## config.mk

```make
export PLATFORM = sky130hd
export DESIGN_NAME = fetch_sequencer
export DESIGN_NICKNAME = d
export VERILOG_FILES = /design/src/rtl/fetch_sequencer.sv
export SDC_FILE = /design/constraint.sdc
export NUM_CORES = 1
export LEC_CHECK = 0
export BUFFER_PORTS_ARGS = -buffer_cell sky130_fd_sc_hd__buf_4
export CAP_MARGIN = 20
export CORE_UTILIZATION = 50
export DETAILED_ROUTE_END_ITERATION = 8
export PLACE_DENSITY = 0.79
export SYNTH_ARGS = -nofsm -noshare
export SYNTH_HDL_FRONTEND = slang
export SYNTH_SLANG_ARGS = --single-unit
export TNS_END_PERCENT = 5
```

## constraint.sdc

```tcl
create_clock -name clk -period 2.7 [get_ports clk]
set_clock_uncertainty 0.2 [all_clocks]
set_input_delay 0.27 -clock clk [delete_from_list [all_inputs] [get_ports clk]]
set_output_delay 0.27 -clock clk [all_outputs]
set_load 0.03 [all_outputs]
```

## src/rtl/fetch_sequencer.sv

```systemverilog
// fetch_sequencer: instruction-fetch control for the SIMD pipeline.
// Owns the PC, addresses the 64-entry instruction memory, and keeps the
// IF/ID stage register with a valid/ready handshake toward decode.
// A run fetches PCs 0..len-1 unless redirected, then pulses done once.
module fetch_sequencer #(
  parameter int PC_W    = 6,
  parameter int INSTR_W = 25,
  parameter int LEN_W   = 7
) (
  input  logic               clk,
  input  logic               reset,
  input  logic               start,
  input  logic [LEN_W-1:0]   prog_len,
  output logic [PC_W-1:0]    mem_addr,
  input  logic [INSTR_W-1:0] mem_data,
  output logic               id_valid,
  input  logic               id_ready,
  output logic [INSTR_W-1:0] id_instr,
  output logic [PC_W-1:0]    id_pc,
  input  logic               redirect_valid,
  input  logic [PC_W-1:0]    redirect_pc,
  output logic               busy,
  output logic               done,
  output logic [LEN_W-1:0]   fetch_count
);

  // Number of memory entries; also the clamp for prog_len and fetch_count.
  localparam logic [LEN_W-1:0] DEPTH = LEN_W'(2 ** PC_W);

  typedef enum logic [1:0] {
    S_IDLE,
    S_FETCH,
    S_DRAIN,
    S_DONE
  } state_t;

  // Current state registers.
  state_t             state;
  logic [PC_W-1:0]    pc;
  logic [LEN_W-1:0]   len_q;

  // Next-state values computed by the combinational process.
  state_t             state_n;
  logic [PC_W-1:0]    pc_n;
  logic [LEN_W-1:0]   len_n;
  logic               valid_n;
  logic [INSTR_W-1:0] instr_n;
  logic [PC_W-1:0]    id_pc_n;
  logic [LEN_W-1:0]   count_n;

  // Decoded events for the current cycle.
  logic               handshake;
  logic               adv;
  logic               redirect;
  logic               last_pc;
  logic               redirect_in_range;
  logic [LEN_W-1:0]   len_clamped;

  // The memory is addressed straight from the PC; status is decoded from state.
  assign mem_addr = pc;
  assign busy     = (state == S_FETCH) || (state == S_DRAIN);
  assign done     = (state == S_DONE);

  // Cycle events: a decode acceptance, a new fetch into IF/ID, and a live redirect.
  assign handshake         = id_valid && id_ready;
  assign adv               = (state == S_FETCH) && (!id_valid || id_ready) && !redirect_valid;
  assign redirect          = redirect_valid && busy;
  assign last_pc           = (LEN_W'(pc) == len_q - LEN_W'(1));
  assign redirect_in_range = (LEN_W'(redirect_pc) < len_q);
  assign len_clamped       = (prog_len > DEPTH) ? DEPTH : prog_len;

  // Next-state and next-datapath logic for the fetch FSM.
  always_comb begin
    // NOTE: every signal written here gets a default first so no path leaves it
    // unassigned; an unassigned path would infer a latch.
    state_n = state;
    pc_n    = pc;
    len_n   = len_q;
    valid_n = id_valid;
    instr_n = id_instr;
    id_pc_n = id_pc;
    count_n = fetch_count;

    // Accepted instructions are counted unless squashed by a redirect.
    if (handshake && !redirect_valid && (fetch_count != DEPTH)) begin
      count_n = fetch_count + LEN_W'(1);
    end

    unique case (state)
      S_IDLE: begin
        if (start) begin
          len_n   = len_clamped;
          pc_n    = '0;
          count_n = '0;
          state_n = (len_clamped == '0) ? S_DONE : S_FETCH;
        end
      end

      S_FETCH: begin
        if (redirect) begin
          // Squash whatever sits in IF/ID and restart or end the run.
          valid_n = 1'b0;
          if (redirect_in_range) begin
            pc_n    = redirect_pc;
            state_n = S_FETCH;
          end else begin
            state_n = S_DONE;
          end
        end else if (adv) begin
          instr_n = mem_data;
          id_pc_n = pc;
          valid_n = 1'b1;
          // The final PC is held rather than incremented, so 63 never wraps.
          if (last_pc) begin
            state_n = S_DRAIN;
          end else begin
            pc_n = pc + PC_W'(1);
          end
        end else if (handshake) begin
          valid_n = 1'b0;
        end
      end

      S_DRAIN: begin
        if (redirect) begin
          valid_n = 1'b0;
          if (redirect_in_range) begin
            pc_n    = redirect_pc;
            state_n = S_FETCH;
          end else begin
            state_n = S_DONE;
          end
        end else if (!id_valid || handshake) begin
          // The last instruction has left IF/ID; finish the run.
          valid_n = 1'b0;
          state_n = S_DONE;
        end
      end

      S_DONE: begin
        // done is high for this single cycle; any start here is ignored.
        state_n = S_IDLE;
      end

      default: begin
        state_n = S_IDLE;
      end
    endcase
  end

  // State and IF/ID register update with synchronous active-high reset.
  always_ff @(posedge clk) begin
    // NOTE: sequential state uses non-blocking assignments so every register
    // samples the pre-edge values regardless of statement order.
    if (reset) begin
      state       <= S_IDLE;
      pc          <= '0;
      len_q       <= '0;
      id_valid    <= 1'b0;
      id_instr    <= '0;
      id_pc       <= '0;
      fetch_count <= '0;
    end else begin
      state       <= state_n;
      pc          <= pc_n;
      len_q       <= len_n;
      id_valid    <= valid_n;
      id_instr    <= instr_n;
      id_pc       <= id_pc_n;
      fetch_count <= count_n;
    end
  end

endmodule
```

; Word-level counts from Yosys, hierarchy flattened
; Cells that the tools add are included.
[totals]
reg_bits = 54
inputBits = 43
wordCells = 71
out_inout_bits = 47
[op_classes]
n_lt_le_gt_ge = 2
n_mux = 26
bitwise = 1
add_sub_neg = 3
reduce_logical = 20
eq_ne = 12
[op_table]
columns = cell, count
row1 = 6-bit two-way mux, 6
row2 = 7-bit two-way mux, 4
row3 = 6-bit one-hot mux with 3 select lines, 1
row4 = 2-bit two-way mux, 8
row5 = "3-bit != test, second input constant", 3
row6 = 2-bit one-hot mux with 4 select lines, 1
row7 = "7-bit by 1-bit adder with 7-bit output, second input constant", 1
row8 = 6-bit by 7-bit == test with 1-bit output, 1
row9 = "7-bit greater-than comparator, second input constant", 1
row10 = 7-bit zero test, 1
row11 = 6-bit by 7-bit < comparator with 1-bit output, 1
row12 = "7-bit != test, second input constant", 1
row13 = "7-bit by 1-bit subtractor with 7-bit output, second input constant", 1
row14 = "6-bit by 1-bit adder with 6-bit output, second input constant", 1
row15 = 1-bit logical AND, 6
row16 = 3-bit AND reduction, 2
row17 = 1-bit two-way mux, 5
row18 = 5-bit AND reduction, 1
row19 = "2-bit == test, second input constant", 2
row20 = "2-bit != test, second input constant", 2
row21 = "4-bit != test, second input constant", 1
row22 = 4-bit AND reduction, 1
row23 = 1-bit logical OR, 3
row24 = "3-bit by 2-bit != test with 1-bit output, second input constant", 1
row25 = other kinds (8), 9

; Longest topological paths before layout
[depth]
word_depth = 7
mapped_depth = 9
depth_no_buf = 8

; Worst setup path before layout
; Ideal clock, no wire load.
[synth_timing]
path_kind = register to register
start = reg len_q[0]
end = reg state[0]
path_buffers = 0
slack_ns = 0.427
required_ns = 2.414
period_less_slack_ns = 2.273
path_stages_with_launch = 9
setup_time_ns = 0.086
t_arrival_ns = 1.986
cell_sequence = dfxtp_1 inv_1 ha_1 o21ba_1 a221oi_2 o2111a_2 a31oi_1 or3_1 a221oi_2
[synth_between]
elab_chain_cells = 4
[synth_lines]
columns = element, line
row1 = "start, declared", 40  ; logic [LEN_W-1:0] len_q;
row2 = "start signal, assigned", 166  ; len_q <= len_n;
row3 = 7-bit by 1-bit subtractor with 7-bit output, 68  ; assign last_pc = (LEN_W'(pc) == len_q - LEN_W'(1));
row4 = 6-bit by 7-bit == test with 1-bit output, 68
row5 = 3-bit != test (no source line), -
row6 = 4-bit AND reduction (no source line), -
row7 = "end signal, assigned", 164  ; state <= state_n;
row8 = "end, declared", 38  ; state_t state;
; Every way passes these cells.
; A chain may end at the register's enable or synchronous reset.

; Worst setup path after layout
[layout_timing]
start = reg state[1]
end = reg pc[4], in the netlist mem_addr[4]
[layout_between]
elab_chain_cells = 5
word_cells_on_any_way = 15
cone_classes = 6 x eq/ne / 2 x mux / 7 x reduce/logical
[layout_lines]
columns = element, line
row1 = 2-bit by 1-bit == test with 1-bit output or 2-bit == test (tied branches), "61, 66, 89"
row2 = 1-bit logical OR or 1-bit logical AND (tied branches), "61, 66"
row3 = "1-bit logical AND, on equally long branches", "67, 66"
row4 = "3-bit != test (no source line), or another cell as far along", -
row5 = 5-bit AND reduction (no source line) or 6-bit one-hot mux with 3 select lines (tied branches), -
row6 = "end signal, assigned", 165  ; pc <= pc_n;
row7 = "end, declared", 39  ; logic [PC_W-1:0] pc;
; Several ways; a longest one is shown, not always the timed one.

==> impl_metrics.yaml <==
place:
  numPortBuffers: 89
  dp_hpwl_mm: 4.72
  post_dp_cell_area_um2: 3410
  globalplace.congestion: 0.815
min_path:
  whs_path_depth: 3
  hp-class: "in -> reg"
  whs_endpoint: "id_instr[5]"
  min_from: "mem_data[5]"
layout:
  nFillCells: 398
  finalNetCount: 492
  regArea_um2: 1080
  area_growth_pct: 36.2
  fin_area_um2: 3710
  multi_input_area_um2: 1510
  antenna_cells: 0
  drive_above_1_share: 0.241
clocking:
  cts.clk_slew.worst_paths_ns: 0.10
  root_buffer: "clkbuf_8"
  cts_max_path_buffers: 2
  cts_buffers: 5
  htree_levels: 2
  clk_latency_ns: 0.30
  cts_tree: "built"
  numClockSinks: 54
  cts_resized: 0
outcome:
  status: "completed"
timing:
  fmax_mhz: 401
  slew_viol_final: 0
  hold_viol_final: 0
  setup_tns_ns: 0
  finalCritPeriodShare: 0.923
  finalSetupViolations: 0
  rsz0062_at_grt: "false"
  tightest_slew_ns: 0.468
  timing.slew.headroom: 0.688
  period_needed_ns: 2.49
  whs_ns: 0.0126
job:
  cap_viol_max_count: 0
grt:
  antenna_found_initial: 0
  grtUsageTotal: 0.245
  grt_pass1_wl_mm: 10.9
  grt_pass1_vias: 2465
  grt_max_degree: 46
  overflow: 0
logic_synthesis:
  syn-num-nets: 394
  syn_avg_cell_area_um2: 8.08
  synthDistinctLibCells: 50
  yosys-top-cells-area: "dfxtp_1, nand2_1, a21oi_1"
  ys_top_cells_by_count: "nand2_1, dfxtp_1, a21oi_1, nor2_1"
  synthFlopType: "dfxtp_1"
  synth_cells: 337
  seq_area_frac_synth: 0.397
  ys_warn_count: 0
  async_flop_share: 0
  syn_area_um2: 2720
  synthMostInstantiatedCell: "nand2_1"
  ys_ff_latch: 54
  synth_edf_count: 0
  yosysTopAreaCell: "dfxtp_1"
  synth_top_area_frac: 0.397
floorplan:
  start_util: 0.527
  core.rowCount: 26
  die_w_um: 75.8
  fp.dieH_um: 75.8
  die_area_um2: 5750
  coreArea_um2: 5170
  pin_count: 90
detailed_routing:
  vias: 2691
  drc: 0
  wl_per_cell_um: 13.5
  wl_mm: 6.83
  drt_pre_antenna_iters: 4
  ant_nets: 0
  viasPerCell: 5.32
  drt_iter0_drc: 102
setup_path:
  r2r_cells: 8
  cp-end-kind: "flip-flop"
  r2r-start: "state[1]"
  worstPathArrival_ns: 2.53
  cp.required_ns: 2.73
  path_max_fanout: 9
  rrSetupSlack_ns: 0.21
  critPathKind: "reg -> reg"
  r2r_end: "mem_addr[4]"
  critPathLaunchType: "flip-flop"
pwr:
  p_total_mw: 2.31
  power_leakage_nw: 1.51
  peakVddDrop_mv: 0.480
  power_density_nw_per_um2: 622
-- kinds of logic (layout without fill, tap and decap cells) --
group                      count (synthesis)  count (layout)  synth area share
muxes                                      4               4            0.0147
and+or+nand+nor                          138             138             0.234
AOI/OAI and AO/OA                         83              83             0.204
adders and majority gates                 14              14            0.0643
buffers and inverters                     33             132            0.0505
DFF                                       54              54             0.397
xor gates and xnor gates                  11              11            0.0354
-- cells in the final DEF, fill, tap and decap left out, types with 2 or more instances in the layout --
| cell | instances |
|---|---|
| nand2_1 | 74 |
| a31oi_1 | 2 |
| nand2b_1 | 4 |
| inv_1 | 12 |
| nand4_1 | 5 |
| o22ai_1 | 2 |
| a21o_1 | 2 |
| nor2_1 | 25 |
| and3_1 | 3 |
| dfxtp_1 | 54 |
| a211oi_1 | 2 |
| xnor2_1 | 3 |
| and2_1 | 2 |
| nor4b_1 | 2 |
| nor3b_1 | 8 |
| buf_4 | 92 |
| o2bb2ai_1 | 7 |
| a221oi_1 | 5 |
| nand4b_1 | 2 |
| xor2_1 | 8 |
| ha_1 | 14 |
| a21oi_1 | 43 |
| dlygate4sd3_1 | 20 |
| nand3_1 | 4 |
| o31ai_1 | 2 |
| o21ai_0 | 4 |
| clkbuf_8 | 6 |
| nor3_1 | 3 |
| a221oi_2 | 2 |
| mux2i_1 | 4 |
-- state kept, by name, indices dropped and copies added (netlist names) --
register / count
fetch_count: 7
id_instr: 25
id_pc: 6
id_valid: 1
len_q: 7
mem_addr: 6
state: 2
-- where the power goes --
group / internal [mW] / switching, mW / leakage, nW
Clock: 0.211 / 0.262 / 0.0478
Sequential: 0.869 / 0.0606 / 0.438
Combinational: 0.356 / 0.548 / 1.02
-- worst max-delay path: stages, from the launching register on --
cell and delay [ns]:
dfxtp_1 0.35, inv_1 0.13, ha_1 0.33, nor2b_1 0.24, nand2_1 0.09, a21o_1 0.18, a221oi_1 0.37, nand4b_1 0.31
o2bb2ai_1 0.23
-- per-stage QoR --
| stage | cells | util | worst slack [ns] |
|---|---|---|---|
| 2_1_floorplan | 337 | - | 0.427 |
| 3_3_place_gp | 478 | 0.659 | 0.368 |
| 3_5_place_dp | 478 | 0.659 | 0.242 |
| 4_1_cts | 506 | 0.717 | 0.221 |
| 5_1_grt | 506 | 0.717 | 0.0451 |
| 6_report | 506 | 0.717 | 0.207 |
-- worst max-delay path by stage --
stage                        start           to
final                     state[1]  mem_addr[4]
after global routing      state[1]  mem_addr[4]
after detailed placement  len_q[0]     state[0]
after floorplan           len_q[0]     state[0]
after global placement    len_q[0]     state[0]
after CTS                 len_q[0]     state[0]
-- repair_timing --
| action | in CTS | in global routing |
|---|---|---|
| setup buffers | 0 | 0 |
| hold endpoints to repair | 20 | 0 |
| hold buffers | 20 | 0 |
| endpoints found under the setup margin | 0 | 0 |
-- area by class of cell --
| type | instances | share of cell area |
|---|---|---|
| flip-flops and latches | 54 | 0.291 |
| multi-input cells | 250 | 0.406 |
| clock buffers | 6 | 0.0223 |
| repair buffers | 112 | 0.240 |
| clock inverters | 2 | 0.00439 |
| well taps | 70 | 0.0236 |
| inverters | 12 | 0.0121 |
-- layer usage --
layer / vias to the layer above / GRT usage / share of wire
met4: 0 / 0.0597 / 0.013
li1: 1363 / - / -
met1: 1240 / 0.298 / 0.43
met5: - / 0 / 0
met2: 78 / 0.429 / 0.50
met3: 10 / 0.0661 / 0.059
(Power assumes the default switching activity.)
